File: src/rtl/exp4_unidade_controle_pkg.sv
// State codes for the game control unit, shared by design and bench.
package exp4_unidade_controle_pkg;

  localparam logic [3:0] INICIAL       = 4'h0;
  localparam logic [3:0] PREPARACAO    = 4'h1;
  localparam logic [3:0] ESPERA_JOGADA = 4'h2;
  localparam logic [3:0] REGISTRA      = 4'h4;
  localparam logic [3:0] COMPARACAO    = 4'h5;
  localparam logic [3:0] PROXIMO       = 4'h6;
  localparam logic [3:0] FIM_ACERTO    = 4'hA;
  localparam logic [3:0] FIM_TIMEOUT   = 4'hD;
  localparam logic [3:0] FIM_ERRO      = 4'hE;

endpackage

File: src/rtl/exp4_unidade_controle.sv
// Moore control unit for the memory game: sequences the datapath
// through each jogada and reports the final verdict.
module exp4_unidade_controle
  import exp4_unidade_controle_pkg::*;
(
  input  logic       clock,
  input  logic       reset,
  input  logic       iniciar,
  input  logic       jogada_feita,
  input  logic       igual,
  input  logic       fimC,
  input  logic       fim_4_jogadas,
  input  logic       timeout,
  input  logic       db_modo,
  output logic       zeraC,
  output logic       contaC,
  output logic       zeraR,
  output logic       registrarR,
  output logic       zera_s_timeout,
  output logic       registra_modo,
  output logic       pronto,
  output logic       acertou,
  output logic       errou,
  output logic       perdeu_timeout,
  output logic [3:0] db_estado
);

  logic [3:0] estado;
  logic [3:0] prox;
  logic       ultima;

  assign ultima = db_modo ? fim_4_jogadas : fimC;

  always_ff @(posedge clock or negedge reset) begin
    if (!reset) estado <= INICIAL;
    else        estado <= prox;
  end

  always_comb begin
    prox = estado;
    case (estado)
      INICIAL:       prox = iniciar ? PREPARACAO : INICIAL;
      PREPARACAO:    prox = ESPERA_JOGADA;
      // a finished jogada takes priority over a simultaneous timeout
      ESPERA_JOGADA: begin
        if (jogada_feita) prox = REGISTRA;
        else if (timeout) prox = FIM_TIMEOUT;
      end
      REGISTRA:      prox = COMPARACAO;
      COMPARACAO: begin
        if (!igual)      prox = FIM_ERRO;
        else if (ultima) prox = FIM_ACERTO;
        else             prox = PROXIMO;
      end
      PROXIMO:       prox = ESPERA_JOGADA;
      FIM_ACERTO,
      FIM_TIMEOUT,
      FIM_ERRO:      prox = iniciar ? PREPARACAO : estado;
      default:       prox = INICIAL;
    endcase
  end

  always_comb begin
    zeraC          = 1'b0;
    contaC         = 1'b0;
    zeraR          = 1'b0;
    registrarR     = 1'b0;
    zera_s_timeout = 1'b0;
    registra_modo  = 1'b0;
    pronto         = 1'b0;
    acertou        = 1'b0;
    errou          = 1'b0;
    perdeu_timeout = 1'b0;
    case (estado)
      PREPARACAO: begin
        zeraC          = 1'b1;
        zeraR          = 1'b1;
        zera_s_timeout = 1'b1;
        registra_modo  = 1'b1;
      end
      REGISTRA: begin
        registrarR     = 1'b1;
        zera_s_timeout = 1'b1;
      end
      PROXIMO:     contaC = 1'b1;
      FIM_ACERTO: begin
        pronto  = 1'b1;
        acertou = 1'b1;
      end
      FIM_ERRO: begin
        pronto = 1'b1;
        errou  = 1'b1;
      end
      FIM_TIMEOUT: begin
        pronto         = 1'b1;
        perdeu_timeout = 1'b1;
      end
      default: ;
    endcase
  end

  assign db_estado = estado;

endmodule

File: config.mk
export PLATFORM = sky130hd
export DESIGN_NAME = exp4_unidade_controle
export DESIGN_NICKNAME = d
export VERILOG_FILES = /design/src/rtl/exp4_unidade_controle_pkg.sv /design/src/rtl/exp4_unidade_controle.sv
export SDC_FILE = /design/constraint.sdc
export NUM_CORES = 1
export LEC_CHECK = 0
export ABC_AREA = 1
export BUFFER_PORTS_ARGS = -buffer_cell sky130_fd_sc_hd__buf_2
export CAP_MARGIN = 20
export CORE_AREA = 2 2 39 41
export CTS_BUF_LIST = sky130_fd_sc_hd__clkbuf_8
export DETAILED_ROUTE_END_ITERATION = 16
export DIE_AREA = 0 0 41 43
export PLACE_DENSITY = 0.59
export SYNTH_ARGS = -nofsm -noshare
export SYNTH_HDL_FRONTEND = slang
export SYNTH_SLANG_ARGS = --single-unit
export TNS_END_PERCENT = 100
File: constraint.sdc
create_clock -name clock -period 1.5 [get_ports clock]
set_clock_uncertainty 0.05 [all_clocks]
set_input_delay 0.15 -clock clock [delete_from_list [all_inputs] [get_ports clock]]
set_output_delay 0.15 -clock clock [all_outputs]
set_load 0.01 [all_outputs]
# After elaboration in Yosys (flattened, before gate mapping)
# Cells that the tools add are included.
word_totals:
  output_inout_bits: 14
  ff_bits: 4
  wordCells: 32
  mem_bits_ro: 0
  n_memories: 0
  latch_bits: 0
  ram_bits: 0
op_classes:
  shifts: 0
  n_eq_ne: 10
  div: 0
  magnitude_cmp: 0
  n_addsub: 0
  bitwise: 0
  reduce_logical: 5
  muxes: 16
  n_mul: 0
op_table:
  columns: ["cell", "n"]
  rows:
  - ["$pmux W4 S6", 1]
  - ["$mux W4", 5]
  - ["$eq A4 B3 Y1 const B", 3]
  - ["$eq A4 B4 Y1 const B", 3]
  - ["$mux W1", 10]
  - ["$eq A4 B1 Y1 const B", 1]
  - ["$eq A4 B2 Y1 const B", 1]
  - ["$logic_not A4 Y1", 1]
  - ["$reduce_or A2 Y1", 2]
  - ["$ne A3 B3 Y1 const B", 1]
  - ["$reduce_or A3 Y1", 1]
  - ["$ne A2 B1 Y1 const B", 1]
  - ["$reduce_and A2 Y1", 1]

# Depth between registers and ports, before layout
# Gate-level depths: netlist of the first run.
depth:
  depth_word: 4
  mapped_depth: 8
  depth_no_buf: 8

# Worst setup path before layout of the first run
# No wires, ideal clock.
synth_timing:
  path_type: "register to output"
  start: "register estado[2] (netlist: db_estado[2])"
  end: "output zeraC"
  t_required_ns: 1.300
  arrival_time_ns: 1.172
  path_slack_ns: 0.128
  stages_incl_launch_ff: 5
  path_cell_list: "dfrtp_1 -> nor2_1 -> inv_1 -> nor2_1 -> buf_4"
synth_between:
  elab_chain_cells: 2
synth_lines:
  columns: ["item", "line", "rtl"]
  rows:
  - ["from (decl)", "exp4_unidade_controle.sv:28", "logic [3:0] estado;"]
  - ["from (signal assigned)", "exp4_unidade_controle.sv:36", "else estado <= prox;"]
  - ["$eq A4 B1 Y1", null, null]
  - ["$mux W1", null, null]
  - ["to (decl)", "exp4_unidade_controle.sv:15", "output logic zeraC,"]
# Every way passes these cells.

# Worst setup path after layout of the first run
layout_timing:
  start: "register estado[1] (netlist: db_estado[1])"
  end: "output zeraR"
layout_between:
  elab_chain_cells: 2
layout_lines:
  columns: ["item", "line", "rtl"]
  rows:
  - ["$eq A4 B1 Y1", "exp4_unidade_controle.sv:74", "case (estado)"]
  - ["$mux W1", "exp4_unidade_controle.sv:74", null]
  - ["to (decl)", "exp4_unidade_controle.sv:17", "output logic zeraR,"]
# Every way passes these cells.

==> qor.yml, run 1 <==
cts:
  ctsLongestPathBuffers: 2
  clock_sinks: 4
  cts_htree_levels: 1
  cts_tree: "yes"
  clk_pin_slew_ns: 0.03
  clkLatencyLatePin_ns: 0.22
  cts_root_buffer: "clkbuf_8"
  numCtsBuffers: 3
final_layout:
  largest_register_ffs: 4
  drive_gt1_share_pct: 39.4
  num_antenna_cells: 0
  finalNonFillerCells: 110
  utilization_pct: 40.8
  final_nets: 105
  syn2layout_area_growth_pct: 44.6
  final_area_um2: 564
  fill_cells: 155
power:
  total_power_mw: 1.04
  leakage_nw: 0.375
  ir_worst_vdd_uv: 679
  power_density_nw_per_um2: 1830
hold_path:
  hold_depth: 4
  hp-class: "in2reg"
setup_path:
  path_max_fanout: 7
  cpPeakStageDelay_ns: 0.44
  cpMaxStageDelayCell: "dfrtp_1"
  crit_type: "reg2out"
  r2r_cells: 6
  startpoint_type: "flip-flop"
  critical_path_buf_inv_count: 2
  arrival_ns: 1.23
  path_cells: "nor2_2 -> inv_2 -> nor2_1 -> buf_2"
  cp_num_cells: 4
  crit_family: "flip-flops"
  crit_path_end_kind: "output pin"
  required_ns: 1.30
timing:
  fin_ws_ns: 0.0697
  hold_slack_ns: 0.205
  hold_viol: 0
  rsz0062_at_grt: "yes"
  clock.fmax_mhz: 699
  drv_slew: 0
  fin_crit_sh_pct: 95.4
  maxSlewHeadroom_pct: 84.7
  worst_slew_pin_slew_ns: 0.229
  setup_tns_ns: 0
  period_needed_ns: 1.43
  setup_violations: 0
placed_design:
  dpl.cell_count: 106
  preCtsSetupSlack_ns: 0.208
  gp_congestion: 0.803
  port_buffers: 22
  placed_cell_area_um2: 505
  hpwlAfterDp_um: 760
drt:
  drt_iter0_drc: 9
  num_vias: 458
  ant_nets: 0
  met2_length_um: 442
  wl_met1_um: 402
  topRoutingLayerUsed: "met4"
  finalWirelength_um: 898
  drc: 0
  drt_first_pass_iters: 4
  viasPerCell: 4.16
  wl_met3_um: 38
  avgRoutedWirePerCell_um: 8.16
logic_synthesis:
  synthCells: 70
  ys.warnings.count: 0
  yosys.area_share.simple_pct: 51.9
  synthMuxAreaShare_pct: 0
  synth-seq-area-share_pct: 25.6
  syn_area_um2: 390
  synth_fa_ha_area_share_pct: 0
  synth_xor_area_share_pct: 0
  ys_ff_latch: 4
  syn_nets: 79
  synth_top_family_by_area: "simple AND/OR/NAND/NOR gates"
  yosys.cell_types.count: 13
  synth-compound-area-share_pct: 4.17
  syn_area_per_cell_um2: 5.58
grt:
  grt_max_degree: 8
  grt_overflow: 0
  grt_antenna_before_repair: 0
  grt_first_pass_wirelength_um: 1430
  track_usage_pct: 12.1
  grt_pass1_vias: 393
floorplanning:
  dieArea_um2: 1760
  die_w_um: 41
  chipHeight_um: 43
  initial_core_util_pct: 28.2
  design.core.area_um2: 1380
  boundaryPins: 23
  rows: 14
job:
  drv_cap: 0
status:
  outcome: "completed"
[cell usage after synthesis]
| library cell | n | area share (%) |
|---|---|---|
| inv_2 | 3 | 2.9 |
| nor2_4 | 1 | 2.9 |
| a21oi_1 | 2 | 2.6 |
| nand2_1 | 24 | 23 |
| clkinv_1 | 1 | 0.96 |
| nand3_1 | 4 | 5.1 |
| o22ai_1 | 1 | 1.6 |
| dfrtp_1 | 4 | 26 |
| nor2_1 | 10 | 9.6 |
| nand2_2 | 5 | 8.0 |
| inv_1 | 11 | 11 |
| buf_4 | 2 | 3.8 |
| nor2_2 | 2 | 3.2 |
[worst paths after layout]
kind                              start            to  slack, ns
max                        db_estado[1]         zeraR       0.07
min                             iniciar  db_estado[3]       0.21
max reg2reg                db_estado[1]  db_estado[3]       0.27
min reg2reg                db_estado[1]  db_estado[1]       0.56
max in group asynchronous         reset  db_estado[0]       1.06
min in group asynchronous         reset  db_estado[2]       0.22
[cell usage in the layout, fill, tap and decap left out]
cell / netlist / routed
a21oi_1: 2 / 2
buf_2: 0 / 22
clkbuf_8: 0 / 3
clkinv_1: 1 / 1
dfrtp_1: 4 / 4
dlygate4sd3_1: 0 / 1
inv_1: 11 / 11
inv_2: 3 / 3
nand2_1: 24 / 24
nand2_2: 5 / 5
nand3_1: 4 / 4
nor2_1: 10 / 9
nor2_2: 2 / 2
nor2_4: 1 / 2
o22ai_1: 1 / 1
[repair_timing]
item / in CTS / in global routing
endpoints found under the hold margin: 4 / 0
setup endpoints to repair: 3 / 3
setup buffers: 0 / 0
gates cloned: 0 / 0
gates resized for setup: 1 / 1
hold buffers: 1 / 0
[per-layer routing]
metal | vias to the layer above | global-route usage, %
li1 | 253 | -
met1 | 192 | 15.0
met2 | 11 | 17.5
met3 | 2 | 4.71
met4 | 0 | 6.00
met5 | - | 0
[worst reg2reg max path, delay by kind of cell, from the launching register on]
family	cells	cell delay, ns
AOI/OAI and AO/OA	1	0.10
and+or+nand+nor	5	0.52
DFF	1	0.44
[power by group]
group	internal, mW	leakage, nW	switching [mW]
clock network	0.171	0.0216	0.0546
registers	0.156	0.0518	0.0732
logic	0.223	0.302	0.357
total	0.550	0.375	0.485
[area by class of cell]
type | count | area [um2] | area share [%]
repair buffers | 23 | 120 | 21.3
well taps | 16 | 20.0 | 3.55
flip-flops and latches | 4 | 100 | 17.7
clock buffers | 3 | 41.3 | 7.32
multi-input cells | 49 | 226 | 40.1
inverters | 15 | 56.3 | 9.98
[kinds of logic (layout without fill, tap and decap cells)]
family,count (synthesis),in the layout
AND/OR/NAND/NOR,46,46
buffers and inverters,17,41
AO/OA/AOI/OAI,3,3
flip-flops,4,4
Power figures use the tool's default switching activity.
==> run 2: changes to the inputs <==
Settings changed: REMOVE_ABC_BUFFERS from default to 1.
==> run 2 against run 1 <==
Fmax up 0.62%. Global-route usage grew 0.089 points. First-iteration DRC count down 67%. Final cell count unchanged. Register-to-register slack got worse by 0.03 ns. Routed wire length rose by 4.3%. Clock power fell by 3%. Worst setup slack improved by 0.0088 ns. Combinational power is 2% higher. Critical path depth unchanged. Flip-flop and latch count stayed put.
==> qor.yml, run 2 (synthesis gave the netlist of run 1 again) <==
status:
  outcome: "completed"
timing:
  maxSlewHeadroom_pct: 81.8  # -2.9 points
  clock.fmax_mhz: 703  # +0.62%
  setup_violations: 0  # unchanged
  fin_ws_ns: 0.0785  # +0.00880 ns
  hold_slack_ns: 0.193  # -0.0121 ns
  setup_tns_ns: 0  # unchanged
  period_needed_ns: 1.42  # -0.00880 ns
  worst_slew_pin_slew_ns: 0.273  # +0.0431 ns
  drv_slew: 0  # unchanged
  hold_viol: 0  # unchanged
  fin_crit_sh_pct: 94.8  # -0.59 points
  rsz0062_at_grt: "yes"
final_layout:
  final_nets: 105  # unchanged
  final_common_cell: "nand2_1"
  finalNonFillerCells: 110  # unchanged
  final_cell_mix: "nand2_1 (24), buf_2 (22), inv_1 (11)"
  largest_register_ffs: 4  # unchanged
  syn2layout_area_growth_pct: 45.2
  fill_cells: 152  # -1.9%
  num_antenna_cells: 0  # unchanged
  drive_gt1_share_pct: 40.4  # +1.1 points
setup_path:
  required_ns: 1.30  # about the same
  crit_path_end_kind: "output pin"
  startpoint_type: "flip-flop"
  arrival_ns: 1.22  # about the same
  crit_type: "reg2out"
  path_max_fanout: 7  # unchanged
cts:
  cts_htree_levels: 1  # unchanged
  clk_pin_slew_ns: 0.03  # about the same
  cts_root_buffer: "clkbuf_8"
  cts_setup_buffers: 0  # unchanged
  clock_sinks: 4  # unchanged
  cts_tree: "yes"
  ctsLongestPathBuffers: 2  # unchanged
  clkLatencyLatePin_ns: 0.21  # about the same
  numCtsBuffers: 3  # unchanged
grt:
  grt_max_degree: 8  # unchanged
  track_usage_pct: 12.2  # +0.089 points
  grt_first_pass_wirelength_um: 1500  # +4.8%
  grt_antenna_before_repair: 0  # unchanged
  grt_overflow: 0  # unchanged
  grt_pass1_vias: 394  # +0.25%
power:
  total_power_mw: 1.04  # +0.43%
  power_density_nw_per_um2: 1830  # about the same
  leakage_nw: 0.374  # -0.28%
  ir_worst_vdd_uv: 722  # +6.3%
drt:
  avgRoutedWirePerCell_um: 8.52  # +4.3%
  drt_first_pass_iters: 4  # unchanged
  ant_nets: 0  # unchanged
  finalWirelength_um: 937  # +4.3%
  num_vias: 481  # +5.0%
  drc: 0  # unchanged
  drt_iter0_drc: 3  # -6
  viasPerCell: 4.37  # +5.0%
placed_design:
  dpl.cell_count: 106  # unchanged
  gp_congestion: 0.770  # -4.0%
  hpwlAfterDp_um: 760  # about the same
  port_buffers: 22  # unchanged
  preCtsSetupSlack_ns: 0.231  # +0.0232 ns
hold_path:
  hp-class: "in2reg"
floorplanning:
  boundaryPins: 23  # unchanged
  rows: 14  # unchanged
  die_w_um: 41  # unchanged
  dieArea_um2: 1760  # unchanged
  design.core.area_um2: 1380  # unchanged
  initial_core_util_pct: 28.2  # unchanged
  chipHeight_um: 43  # unchanged
job:
  drv_cap: 0  # unchanged
## run 2: report_power, final
part / internal [mW] / switching, mW
Sequential: 0.156 / 0.0733
Combinational: 0.223 / 0.369
Clock: 0.170 / 0.0478
## run 2: layout make-up
type	count	area, um2	share of cell area (%)
multi-input cells	49	229	40.4
repair buffers	23	120	21.2
flip-flops and latches	4	100	17.7
inverters	15	56.3	9.93
clock buffers	3	41.3	7.28
well taps	16	20.0	3.53
## run 2: path summary, 6_finish.rpt
check	startpoint	endpoint	slack, ns	cells after the start
setup / recovery	db_estado[1]	zera_s_timeout	0.08	4
hold / removal	iniciar	db_estado[3]	0.19	4
setup reg to reg	db_estado[1]	db_estado[2]	0.24	7
hold reg to reg	db_estado[2]	db_estado[2]	0.54	2
max in group asynchronous	reset	db_estado[3]	1.05	2
min in group asynchronous	reset	db_estado[1]	0.23	2
## run 2: worst max-delay path, stage by stage (launching register included)
cell,delay [ns]
dfrtp_1,0.46
nor2_1,0.18
inv_1,0.08
o22ai_1,0.14
buf_2,0.15
## run 2: per-stage QoR
step | util [%] | area, um2
global route | 41.0 | 567
detailed placement | 36.5 | 505
global placement | 36.5 | 505
finish | 41.0 | 567
floorplan | - | 375
CTS | 40.2 | 557
## run 2: timing repair
action	4_1_cts	5_1_grt
endpoints found under the hold margin	4	0
hold buffers	1	0
setup endpoints to repair	0	5
resized for setup	0	3
## run 2: layer usage
layer  vias to the layer above  share of wire, %  GRT usage (%)
li1                        251                 -              -
met3                         0               5.2           6.28
met5                         -                 0              0
met1                       213                46           15.0
met2                        17                48           18.8
met4                         0                 0           2.00
